### src/rtl/lif_pkg.sv
// Shared types and constants for the time-multiplexed LIF neuron scheduler.
package lif_pkg;

  localparam int DATA_W = 8;
  localparam logic [DATA_W-1:0] SAT_MAX = 8'd255;

  typedef enum logic [1:0] {
    ST_IDLE,
    ST_READ,
    ST_WRITE,
    ST_STALL
  } lif_state_e;

endpackage

### src/rtl/lif_update.sv
// Combinational LIF datapath: leak by shift, integrate current, saturate, compare.
module lif_update
  import lif_pkg::*;
(
  input  logic [DATA_W-1:0] state_i,
  input  logic [DATA_W-1:0] current_i,
  input  logic [DATA_W-1:0] thresh_i,
  input  logic [2:0]        leak_shift_i,
  output logic [DATA_W-1:0] next_o,
  output logic              fire_o
);

  logic [DATA_W-1:0] leaked;
  logic [DATA_W:0]   sum;

  // state - (state >> k) never underflows, so only the add needs the carry bit
  assign leaked = state_i - (state_i >> leak_shift_i);
  assign sum    = {1'b0, leaked} + {1'b0, current_i};
  assign next_o = sum[DATA_W] ? SAT_MAX : sum[DATA_W-1:0];
  assign fire_o = (next_o >= thresh_i);

endmodule

### src/rtl/lif_scheduler.sv
// Round-robin scheduler sharing one LIF update datapath across N virtual neurons,
// with a single-entry spike output buffer that back-pressures the update loop.
module lif_scheduler
  import lif_pkg::*;
#(
  parameter int N_NEURONS = 4,
  parameter int REFRAC    = 2
) (
  input  logic                         clk,
  input  logic                         rst_n,
  input  logic                         ena,
  input  logic [DATA_W-1:0]            cur_in,
  input  logic [$clog2(N_NEURONS)-1:0] cur_sel,
  input  logic                         cur_we,
  input  logic [DATA_W-1:0]            thresh,
  input  logic [2:0]                   leak_shift,
  output logic [DATA_W-1:0]            state_out,
  output logic                         spike_valid,
  output logic [$clog2(N_NEURONS)-1:0] spike_id,
  input  logic                         spike_ready,
  output logic                         busy
);

  localparam int IW = $clog2(N_NEURONS);
  localparam int RW = (REFRAC > 0) ? $clog2(REFRAC + 1) : 1;
  localparam logic [RW-1:0] REFRAC_V = RW'(REFRAC);

  lif_state_e state_q, state_d;
  logic [IW-1:0] idx_q, idx_d;

  logic [DATA_W-1:0] mem_state_q [N_NEURONS];
  logic [DATA_W-1:0] mem_cur_q   [N_NEURONS];
  logic [RW-1:0]     mem_ref_q   [N_NEURONS];

  logic [DATA_W-1:0] op_state_q, op_cur_q, op_thresh_q;
  logic [2:0]        op_shift_q;
  logic [RW-1:0]     op_ref_q;

  logic [DATA_W-1:0] state_out_q;
  logic              spk_valid_q;
  logic [IW-1:0]     spk_id_q;

  logic [DATA_W-1:0] upd_next;
  logic              upd_fire;
  logic              handshake, commit, load_evt;
  logic [DATA_W-1:0] wb_state;
  logic [RW-1:0]     wb_ref;

  lif_update u_update (
    .state_i     (op_state_q),
    .current_i   (op_cur_q),
    .thresh_i    (op_thresh_q),
    .leak_shift_i(op_shift_q),
    .next_o      (upd_next),
    .fire_o      (upd_fire)
  );

  assign handshake = spk_valid_q & spike_ready;

  always_comb begin
    state_d  = state_q;
    idx_d    = idx_q;
    commit   = 1'b0;
    load_evt = 1'b0;
    wb_state = '0;
    wb_ref   = '0;
    case (state_q)
      ST_IDLE:  if (ena) state_d = ST_READ;
      ST_READ:  state_d = ST_WRITE;
      ST_WRITE: begin
        if (op_ref_q != '0) begin
          commit = 1'b1;
          wb_ref = op_ref_q - RW'(1);
        end else if (upd_fire) begin
          // A spike may only retire once the buffer has room (or frees up this cycle)
          if (!spk_valid_q || handshake) begin
            commit   = 1'b1;
            load_evt = 1'b1;
            wb_ref   = REFRAC_V;
          end else begin
            state_d = ST_STALL;
          end
        end else begin
          commit   = 1'b1;
          wb_state = upd_next;
        end
      end
      ST_STALL: begin
        if (handshake) begin
          commit   = 1'b1;
          load_evt = 1'b1;
          wb_ref   = REFRAC_V;
        end
      end
      default:  state_d = ST_IDLE;
    endcase
    if (commit) begin
      idx_d   = (idx_q == IW'(N_NEURONS - 1)) ? '0 : idx_q + IW'(1);
      state_d = ena ? ST_READ : ST_IDLE;
    end
  end

  always_ff @(posedge clk) begin
    if (!rst_n) begin
      state_q     <= ST_IDLE;
      idx_q       <= '0;
      op_state_q  <= '0;
      op_cur_q    <= '0;
      op_thresh_q <= '0;
      op_shift_q  <= '0;
      op_ref_q    <= '0;
      state_out_q <= '0;
      spk_valid_q <= 1'b0;
      spk_id_q    <= '0;
      for (int i = 0; i < N_NEURONS; i++) begin
        mem_state_q[i] <= '0;
        mem_cur_q[i]   <= '0;
        mem_ref_q[i]   <= '0;
      end
    end else begin
      state_q <= state_d;
      idx_q   <= idx_d;
      if (state_q == ST_READ) begin
        op_state_q  <= mem_state_q[idx_q];
        op_cur_q    <= mem_cur_q[idx_q];
        op_ref_q    <= mem_ref_q[idx_q];
        op_thresh_q <= thresh;
        op_shift_q  <= leak_shift;
      end
      // Same-edge write to the neuron being read lands after the operand capture
      if (cur_we) mem_cur_q[cur_sel] <= cur_in;
      if (commit) begin
        mem_state_q[idx_q] <= wb_state;
        mem_ref_q[idx_q]   <= wb_ref;
        state_out_q        <= wb_state;
      end
      if (load_evt) begin
        spk_valid_q <= 1'b1;
        spk_id_q    <= idx_q;
      end else if (handshake) begin
        spk_valid_q <= 1'b0;
      end
    end
  end

  assign state_out   = state_out_q;
  assign spike_valid = spk_valid_q;
  assign spike_id    = spk_id_q;
  assign busy        = (state_q != ST_IDLE);

endmodule

### config.mk
export PLATFORM = sky130hd
export DESIGN_NAME = lif_scheduler
export DESIGN_NICKNAME = d
export VERILOG_FILES = /design/src/rtl/lif_pkg.sv /design/src/rtl/lif_update.sv /design/src/rtl/lif_scheduler.sv
export SDC_FILE = /design/constraint.sdc
export NUM_CORES = 1
export LEC_CHECK = 0
export BUFFER_PORTS_ARGS = -buffer_cell sky130_fd_sc_hd__buf_2
export CAP_MARGIN = 0
export CORE_MARGIN = 2
export CORE_UTILIZATION = 45
export CTS_BUF_LIST = sky130_fd_sc_hd__clkbuf_4
export DETAILED_ROUTE_END_ITERATION = 12
export PLACE_DENSITY = 0.73
export SLEW_MARGIN = 10
export SYNTH_ARGS = -nofsm -noshare
export SYNTH_HDL_FRONTEND = slang
export SYNTH_HIERARCHICAL = 1
export SYNTH_SLANG_ARGS = --single-unit
### constraint.sdc
create_clock -name clk -period 5.2 [get_ports clk]
set_input_delay 0.26 -clock clk [delete_from_list [all_inputs] [get_ports clk]]
set_output_delay 0.26 -clock clk [all_outputs]
set_load 0.02 [all_outputs]
# After elaboration in Yosys (flattened, before gate mapping)
# Memories as Yosys holds them, arrays and structs flattened. A register that Yosys moved wholly into a read port is not among the register bits.
# Cells that the tools add are included.
word_totals:
  mem_count: 3
  mem_bits_rw: 72
  reg_bits: 26
  wordCells: 82
  output_inout_bits: 12
  in_bits: 26
mem_list:
  columns: ["memory", "words", "width", "rd", "rd_clocked_by_memory_dff", "write_ports", "line", "rtl"]
  rows:
  - ["mem_cur_q", 4, 8, 1, 1, 4, "lif_scheduler.sv:32", "logic [DATA_W-1:0] mem_cur_q [N_NEURONS];"]
  - ["mem_state_q", 4, 8, 1, 1, 4, "lif_scheduler.sv:31", "logic [DATA_W-1:0] mem_state_q [N_NEURONS];"]
  - ["mem_ref_q", 4, 2, 1, 1, 4, "lif_scheduler.sv:33", "logic [RW-1:0] mem_ref_q [N_NEURONS];"]
classes:
  n_bitwise: 1
  order_cmp: 1
  shifts: 1
  muxes: 43
  add_sub_neg: 4
  reduce_logical: 14
  n_eq_ne: 8
op_table:
  columns: ["op", "count"]
  rows:
  - ["$mux W8", 6]
  - ["$mux W2", 14]
  - ["$mux W1", 19]
  - ["$reduce_or A8 Y1", 2]
  - ["$add A8 B8 Y9", 1]
  - ["$ne A3 B3 Y1 const B", 3]
  - ["$ge A8 B8 Y1", 1]
  - ["$shr A8 B3 Y8", 1]
  - ["$sub A8 B8 Y8", 1]
  - ["$eq A2 B2 Y1 const B", 3]
  - ["$pmux W2 S3", 1]
  - ["$reduce_bool A2 Y1", 3]
  - ["$reduce_and A5 Y1", 1]
  - ["$logic_not A1 Y1", 4]
  - ["$pmux W1 S2", 2]
  - ["$pmux W2 S2", 1]
  - ["$reduce_bool A4 Y1", 1]
  - ["$ne A3 B2 Y1 const B", 1]
  - ["$add A2 B1 Y2 const B", 1]
  - ["$eq A2 B1 Y1 const B", 1]
  - ["$logic_not A2 Y1", 1]
  - ["$reduce_or A2 Y1", 1]
  - ["$sub A2 B1 Y2 const B", 1]
  - ["$and A1 B1 Y1", 1]
  - ["$logic_or A1 B1 Y1", 1]

# Depth between registers and ports, before layout
# Gate-level depths: netlist of run 1.
depth:
  depth_word: 13
  mapped_depth: 29
  ltp_nobuf: 27

# Modules after synthesis
# The synthesis of run 1 kept the hierarchy.
by_module_without_submodules:
  columns: ["module", "n_inst", "seq_area_each_um2", "cells_each", "area_per_inst_um2"]
  rows:
  - ["lif_scheduler", 1, 3042.9, 373, 4845.9]
  - ["lif_update", 1, 0.0, 138, 1014.7]

# Worst setup path before layout of run 1
# No wires, ideal clock.
synth_path:
  path_type: "register -> register"
  from: "register op_shift_q[0]"
  to: "memory mem_ref_q[3][0] (netlist bit), enable pin"
  setup_ps: 391
  t_required_ps: 4809
  t_arrival_ps: 5211
  period_less_slack_ps: 5601
  path_slack_ps: -401
  stages_incl_launch_ff: 25
  n_path_buf: 1
  path_cell_list: "dfxtp_1 > buf_2 > mux2i_1 > o21ai_0 > and2_1 > a31oi_1 > ha_1 > nor2b_1 > o2111ai_1 > nand3_1 > o41a_1 > xor2_1 > ha_1 > a21oi_1 > o21a_4 > and2b_1 > ha_1 > nand2b_1 > a21o_1 > a21o_1 > a21oi_1 > o21ai_0 > nand3b_1 > a211oi_1 > o21ai_0"
synth_rtl:
  columns: ["item", "line", "rtl"]
  rows:
  - ["from (decl)", "lif_scheduler.sv:36", "logic [2:0] op_shift_q;"]
  - ["from (signal assigned)", "lif_scheduler.sv:128", "op_shift_q <= leak_shift;"]
  - ["to (decl)", "lif_scheduler.sv:33", null]

# Worst setup path after layout of run 1
layout_path:
  from: "register op_shift_q[0]"
  to: "register state_out_q[6], in the netlist state_out[6]"
layout_between:
  elab_chain_len: 8
  word_cells_on_any_way: 11
  cone_classes: "add/sub: 2; order compare: 1; shift: 1; mux: 7"
layout_rtl:
  columns: ["item", "line", "rtl"]
  rows:
  - ["$shr A8 B3 Y8 *", "lif_update.sv:17", "assign leaked = state_i - (state_i >> leak_shift_i);"]
  - ["$sub A8 B8 Y8 *", "lif_update.sv:17", null]
  - ["$add A8 B8 Y9 *", "lif_update.sv:18", "assign sum = {1'b0, leaked} + {1'b0, current_i};"]
  - ["$mux W8 *", "lif_update.sv:19", "assign next_o = sum[DATA_W] ? SAT_MAX : sum[DATA_W-1:0];"]
  - ["via upd_next[7]", "lif_scheduler.sv:43", "logic [DATA_W-1:0] upd_next;"]
  - ["$ge A8 B8 Y1 *", "lif_update.sv:20", "assign fire_o = (next_o >= thresh_i);"]
  - ["via upd_fire", "lif_scheduler.sv:44", "logic upd_fire;"]
  - ["$mux W1 / $mux W8 (equally long branches)", "lif_scheduler.sv:74", "end else if (upd_fire) begin"]
  - ["$mux W1 / $mux W8 (equally long branches)", "lif_scheduler.sv:71", "if (op_ref_q != '0) begin"]
  - ["$pmux W1 S2 / $mux W8 (equally long branches)", "lif_scheduler.sv:67", "case (state_q)"]
  - ["to (signal assigned)", "lif_scheduler.sv:135", "state_out_q <= wb_state;"]
  - ["to (decl)", "lif_scheduler.sv:39", "logic [DATA_W-1:0] state_out_q;"]
# Mark *: on every way through the listed nets, which the timed path passes. The rest lies on a longest branch.
# A chain may end at the register's enable or synchronous reset.

==> results of run 1 <==
-- kinds of logic after synthesis --
family	count (synthesis)	synth area share, %
fa+ha+maj	31	6.87
flops	116	51.9
xor+xnor	9	1.34
simple gates	188	15.4
compound gates	70	8.05
mux	54	13.1
buf+inv	43	3.31
-- power by group through the flow --
stage | clock, mW | combinational (mW) | sequential, mW
final | 0.664 | 2.77 | 1.17
after global placement | 0 | 2.14 | 1.17
after CTS | 0.666 | 2.39 | 1.16
after global routing | 0.708 | 3.01 | 1.18
after detailed placement | 0 | 2.21 | 1.18
after floorplan | 0 | 1.47 | 1.15
-- stage by stage --
stage / hold slack, ps / TNS (ps) / instances / setup slack (ps) / power, mW
floorplan: 400 / -147 / 511 / -14.7 / 2.62
global placement: 433 / -2990 / 744 / -100 / 3.32
detailed placement: 447 / -16260 / 744 / -308 / 3.39
CTS: 0.236 / -6300 / 804 / -117 / 4.21
global route: 1.65 / -29930 / 818 / -409 / 4.90
finish: 26.7 / -10700 / 818 / -174 / 4.60
-- worst paths after layout --
kind	cells after the start	from	slack (ps)	to
setup reg to reg	28	op_shift_q[0]$_SDFFE_PN0P_	-170	state_out[6]$_SDFFE_PN0P_
hold / removal	2	cur_in[1]	30	mem_cur_q[0][1]$_SDFFCE_PN0P_
setup / recovery	28	op_shift_q[0]$_SDFFE_PN0P_	-170	state_out[6]$_SDFFE_PN0P_
hold reg to reg	2	state_out[1]$_SDFFE_PN0P_	470	state_out[1]$_SDFFE_PN0P_
-- cells in the mapped netlist (11+ instances only) --
library cell,number,area (sq um)
o21ai_0,19,95.1
a21oi_1,11,55.1
edfxtp_1,72,2160
inv_1,18,67.6
mux2i_1,34,340
and2_1,25,156
buf_2,13,65.1
dfxtp_1,44,881
mux4_2,18,405
nor2_1,79,297
ha_1,29,363
nand2_1,37,139
-- final cells by class --
cell class                 instances  area (sq um)
clock buffer                      20           150
clock inverter                    12           133
fill                             976          4940
inverter                          19          71.3
multi-input combinational        354          3100
sequential                       116          3050
tap                              172           215
timing repair buffer             125          1010
-- sequential cells by signal, indices dropped and copies added, names as in the netlist --
name / count
spike_valid: 1
state_q: 2
op_thresh_q: 8
mem_cur_q: 32
op_shift_q: 3
state_out: 8
idx_q: 2
op_ref_q: 2
op_cur_q: 8
mem_ref_q: 8
mem_state_q: 32
spike_id: 2
op_state_q: 8
-- routing by layer --
layer	routed length, microns	share of wire [%]	GRT usage, %
met1	6050	42	25.5
met2	7310	51	33.4
met3	695	4.8	4.22
met4	377	2.6	8.21
met5	0	0	0
-- critical path, delay by kind of cell, from the launching register on --
| kind | cells | cell delay (ps) |
|---|---|---|
| mux | 1 | 180 |
| compound gates | 9 | 1770 |
| buf+inv | 8 | 1050 |
| flops | 1 | 390 |
| xor+xnor | 1 | 170 |
| fa+ha+maj | 4 | 1190 |
| simple gates | 5 | 550 |
-- timing repair --
item / CTS / global route
gates resized for setup: 20 / 108
hold buffers: 15 / 1
pin swaps: 22 / 45
endpoints found under the setup margin: 91 / 93
gates cloned: 2 / 4
setup buffers: 11 / 9
hold endpoints to repair: 16 / 2
==> key figures, run 1 <==
Pwr
  • Sw frac: 38.9%
  • Clk pwr share: between 10 and 15%
  • Max VDD drop: between 0.4 and 0.5 mV
  • Psw: 1.79 mW
  • P_leak: between 2 and 3 nW
  • Cell Pwr Density: between 500 and 600 mW/mm^2
  • Internal: 2.81 mW
  • Flop pwr share: between 20% and 30%
  • Combinational power share: about three fifths

Setup path
  • Most used cell, CP: buf_4
  • Setup CP Type: reg2reg
  • Worst Path Max Fanout: 6
  • CP max stage cell: a2111oi_4
  • Worst Path Required: roughly 5700 ps
  • Crit path launch type: register
  • Largest stage delay, worst path: just under 500 ps
  • WP data arrival: slightly below 6000 ps
  • Endpoint class of the critical path: register

Floorplan
  • Die Y: about 120 microns
  • Die area: ~0.014 sq mm
  • Io pins: 38
  • Core Rows: 41
  • Die width: around 120 microns
  • Core area: approximately 0.013 sq mm
  • Initial Util: 46.3%

Synthesis
  • Synthesis Warnings: 6
  • Mapped Cells: 511
  • Post-Synthesis Cell Area: around 0.0059 sq mm
  • Post-synth EDFFs: roughly 70
  • Post-synthesis sequential area ratio: about half
  • Syn avg cell area: ~11 sq um
  • Post-Synthesis Net Count: 568
  • Fraction of registers with async set/reset: 0%
  • Flops & latches, synth: ~120
  • Synth cell types: 55
  • Top FF cell, synth: edfxtp_1

Finish
  • Post-layout util: 61.0%
  • Layout area overhead: 32.0%
  • Most common cell after layout, fill and taps aside: edfxtp_1
  • Final Net Count: 690
  • Most frequent cells in the layout: 72 x edfxtp_1, 58 x buf_4, 49 x nor2_1
  • Antenna Cells: 0
  • Fin area: slightly below 0.008 sq mm
  • Share of cells above drive strength 1: 38.9%

Global route
  • Initial antenna violation count: 0
  • First-pass GRT wire length: about 22000 microns
  • Total GRT Usage: roughly a fifth
  • Overflow after GRT: 0
  • Vias in the first global route: 4495
  • Largest net degree at the start of global routing: 35

Placed design
  • DPL Wire Length: approximately 8800 microns
  • Placed Area: approximately 0.0066 sq mm
  • I/O Buffers: 37
  • GP Congestion: approximately 0.9

Drt
  • DR iter-0 viols: 345
  • ANT nets after route: 0
  • Final WL: around 14000 microns
  • Vias: about 4400
  • Wirelength per Cell: 17.6 microns
  • DRT Pass-1 Iters: 5
  • DRC Markers: 0
  • Via density: 5.43

Timing
  • RSZ-0062 raised after global routing: true
  • Slew margin rel.: a little under a fifth
  • Highest Clock Rate: 186 MHz
  • Max-slew violations: 0
  • Final Hold Violating Endpoints: 0
  • Tcrit/Tclk final: 103%
  • Worst slew pin tran: roughly 1200 ps
  • Final setup violation count: about 80
  • Final min period: 5370 ps
  • Worst Clk Skew: about 21 ps
  • Post-route setup slack: -174 ps

Clock tree
  • Clock sinks: between 100 and 150
  • CTS clk-pin slew, worst paths: ~110 ps
  • CTS Root Buffer Type: clkbuf_4
  • H-tree Lvls: 4
  • CTS tree: done
  • Clock Latency Late Sink: about 560 ps
  • CTS Buf Count: 17
  • Clk buf depth: 2

Worst hold path
  • Hold crit path type: in2reg

Status
  • Failing checks: negative setup slack
  • Status: complete, but fails checks

Job
  • Max-cap violations: 0
Power figures use the tool's default switching activity.
==> run 2: changes to the inputs <==
--- a/config.mk
+++ b/config.mk
@@ -7,11 +7,12 @@
 export LEC_CHECK = 0
 export BUFFER_PORTS_ARGS = -buffer_cell sky130_fd_sc_hd__buf_2
 export CAP_MARGIN = 0
+export CORE_ASPECT_RATIO = 1.4
 export CORE_MARGIN = 2
 export CORE_UTILIZATION = 45
 export CTS_BUF_LIST = sky130_fd_sc_hd__clkbuf_4
 export DETAILED_ROUTE_END_ITERATION = 12
-export PLACE_DENSITY = 0.73
+export PLACE_DENSITY_LB_ADDON = 0.2
 export SLEW_MARGIN = 10
 export SYNTH_ARGS = -nofsm -noshare
 export SYNTH_HDL_FRONTEND = slang
==> key figures, run 2 (same netlist as run 1, synthesis figures left out) <==
Setup path
  • WP buf/inv: 6
  • Critical path origin: op_shift_q[0]$_SDFFE_PN0P_
  • CP max stage cell: dfxtp_2
  • Largest stage delay, worst path: about 370 ps
  • Crit path launch type: register
  • Crit path max-delay family: compound AO/OA/AOI/OAI gates
  • Endpoint class of the critical path: register
  • WP data arrival: 5750 ps
  • Setup slack, reg-to-reg: -180 ps
  • Setup CP Type: reg2reg
  • Worst Path Required: between 5000 and 6000 ps
  • Worst r2r src: op_shift_q[0]$_SDFFE_PN0P_
  • Most used cell, CP: buf_6
  • Worst Path Max Fanout: 7

Timing
  • Max-slew violations: 0
  • Worst Clk Skew: 15.1 ps
  • Tcrit/Tclk final: 103%
  • Post-route setup slack: -176 ps
  • RSZ-0062 raised after global routing: true
  • Worst slew pin tran: around 1000 ps
  • Final min period: between 5000 and 6000 ps
  • Slew margin rel.: between 30% and 40%
  • Final setup violation count: 72
  • Final Hold Violating Endpoints: 0
  • Highest Clock Rate: between 150 and 200 MHz

Floorplan
  • Initial Util: between 40% and 50%
  • Die Y: roughly 140 microns
  • Die width: between 100 and 150 microns
  • Die area: 0.0140 sq mm
  • Core area: 0.0128 sq mm
  • Io pins: 38
  • Core Rows: just under 50

Drt
  • DRT Pass-1 Iters: 5
  • Wirelength per Cell: 17.3 microns
  • Vias: between 4000 and 5000
  • DR iter-0 viols: between 200 and 300
  • Via density: 5.43
  • ANT nets after route: 0
  • DRC Markers: 0
  • Final WL: 13800 microns

Global route
  • Met2 Use GR: a little under two fifths
  • Layer with the highest usage: met2
  • Largest net degree at the start of global routing: 35
  • Overflow after GRT: 0
  • Met3 GRT Util: under 10%
  • Vias in the first global route: around 4400
  • Initial antenna violation count: 1
  • First-pass GRT wire length: between 20000 and 25000 microns
  • M1 GR Usage: 24.3%
  • Total GRT Usage: 20.7%

Finish
  • Layout area overhead: 30.5%
  • Non-filler instance count after layout: 800
  • Most frequent cells in the layout: 72 x edfxtp_1, 59 x buf_4, 46 x nor2_1
  • Largest registers: mem_cur_q x32, mem_state_q x32
  • Most common cell after layout, fill and taps aside: edfxtp_1
  • Share of cells above drive strength 1: 37.3%
  • Filler cell count: 1024
  • Final Net Count: slightly below 700

Clock tree
  • CTS clk-pin slew, worst paths: ~110 ps
  • Clk buf depth: 2
  • Clock sinks: between 100 and 150
  • CTS tree: done
  • CTS Root Buffer Type: clkbuf_4
  • CTS Buf Count: 17
  • Clock Latency Late Sink: between 500 and 600 ps
  • H-tree Lvls: 4

Worst hold path
  • Hold crit path type: in2reg
  • HP Start: cur_in[2]

Job
  • Max-cap violations: 0

Placed design
  • Placed cell count: roughly 730
  • GP Congestion: about 0.89
  • I/O Buffers: 37
  • DPL Wire Length: between 9000 and 10000 microns

Pwr
  • Cell Pwr Density: ~630 mW/mm^2
  • Max VDD drop: 0.405 mV
  • Total power: 4.79 mW
  • P_leak: just under 3 nW

Status
  • Status: complete, but fails checks
  • Failing checks: negative setup slack
run 2: changes by cell type in the layout (fill, tap and decap cells not counted), moves of 4 or more:
cell	change
nand2_2	-10
nor2_2	+8
nand2_8	+5
nor2_4	-5
buf_6	+4
dlygate4sd3_1	-4
nand2_1	+4
run 2: metrics by stage:
stage          setup slack [ps]  TNS, ps  utilization (%)  hold slack, ps  cell area (sq um)
2_1_floorplan             -14.7     -147                -             400               5910
3_3_place_gp               -169    -7330             51.5             435               6600
3_5_place_dp               -267   -15820             51.5             439               6600
4_1_cts                   -96.6    -1770             55.8            16.3               7150
5_1_grt                    -452   -30160             59.7            35.0               7650
6_report                   -176    -6520             59.7            59.9               7650
run 2: worst reg2reg max path: cells and delay by family (launching register included):
kind / cells / cell delay, ps
flops: 1 / 370
mux: 1 / 220
fa+ha+maj: 3 / 900
compound gates: 9 / 1580
xor+xnor: 1 / 170
simple gates: 9 / 1200
buf+inv: 6 / 820
run 2: final timing paths:
path,cells past startpoint,endpoint
max,29,mem_state_q[3][6]$_DFFE_PP_
min,2,mem_cur_q[2][2]$_SDFFCE_PN0P_
max reg2reg,29,mem_state_q[3][6]$_DFFE_PP_
min reg2reg,2,state_out[4]$_SDFFE_PN0P_
run 2: final cells by class:
cell class / instances / area [sq um] / share of cell area, %
tap: 153 / 191 / 2.50
clock buffer: 17 / 128 / 1.67
multi-input combinational: 355 / 3070 / 40.1
sequential: 116 / 3040 / 39.8
antenna: 1 / 2.50 / 0.0327
clock inverter: 15 / 156 / 2.04
timing repair buffer: 124 / 986 / 12.9
inverter: 19 / 71.3 / 0.932
run 2: layer usage:
metal | vias up | wire length [microns] | part of all wire, %
met3 | 26 | 502 | 3.6
li1 | 2097 | - | -
met2 | 99 | 7450 | 54
met4 | 0 | 343 | 2.5
met1 | 2118 | 5550 | 40
met5 | - | 0 | 0
run 2: repair_timing:
item | CTS | global route
cloned | 1 | 4
gates resized for setup | 25 | 89
pin swaps | 9 | 22
endpoints found under the hold margin | 12 | 0
hold buffers | 12 | 0
setup endpoints to repair | 91 | 93
setup buffers | 7 | 10
run 2: power breakdown:
group | leakage [nW] | internal [mW] | switching (mW)
clock | 0.140 | 0.286 | 0.360
sequential | 1.08 | 1.08 | 0.0762
combinational | 1.74 | 1.48 | 1.51
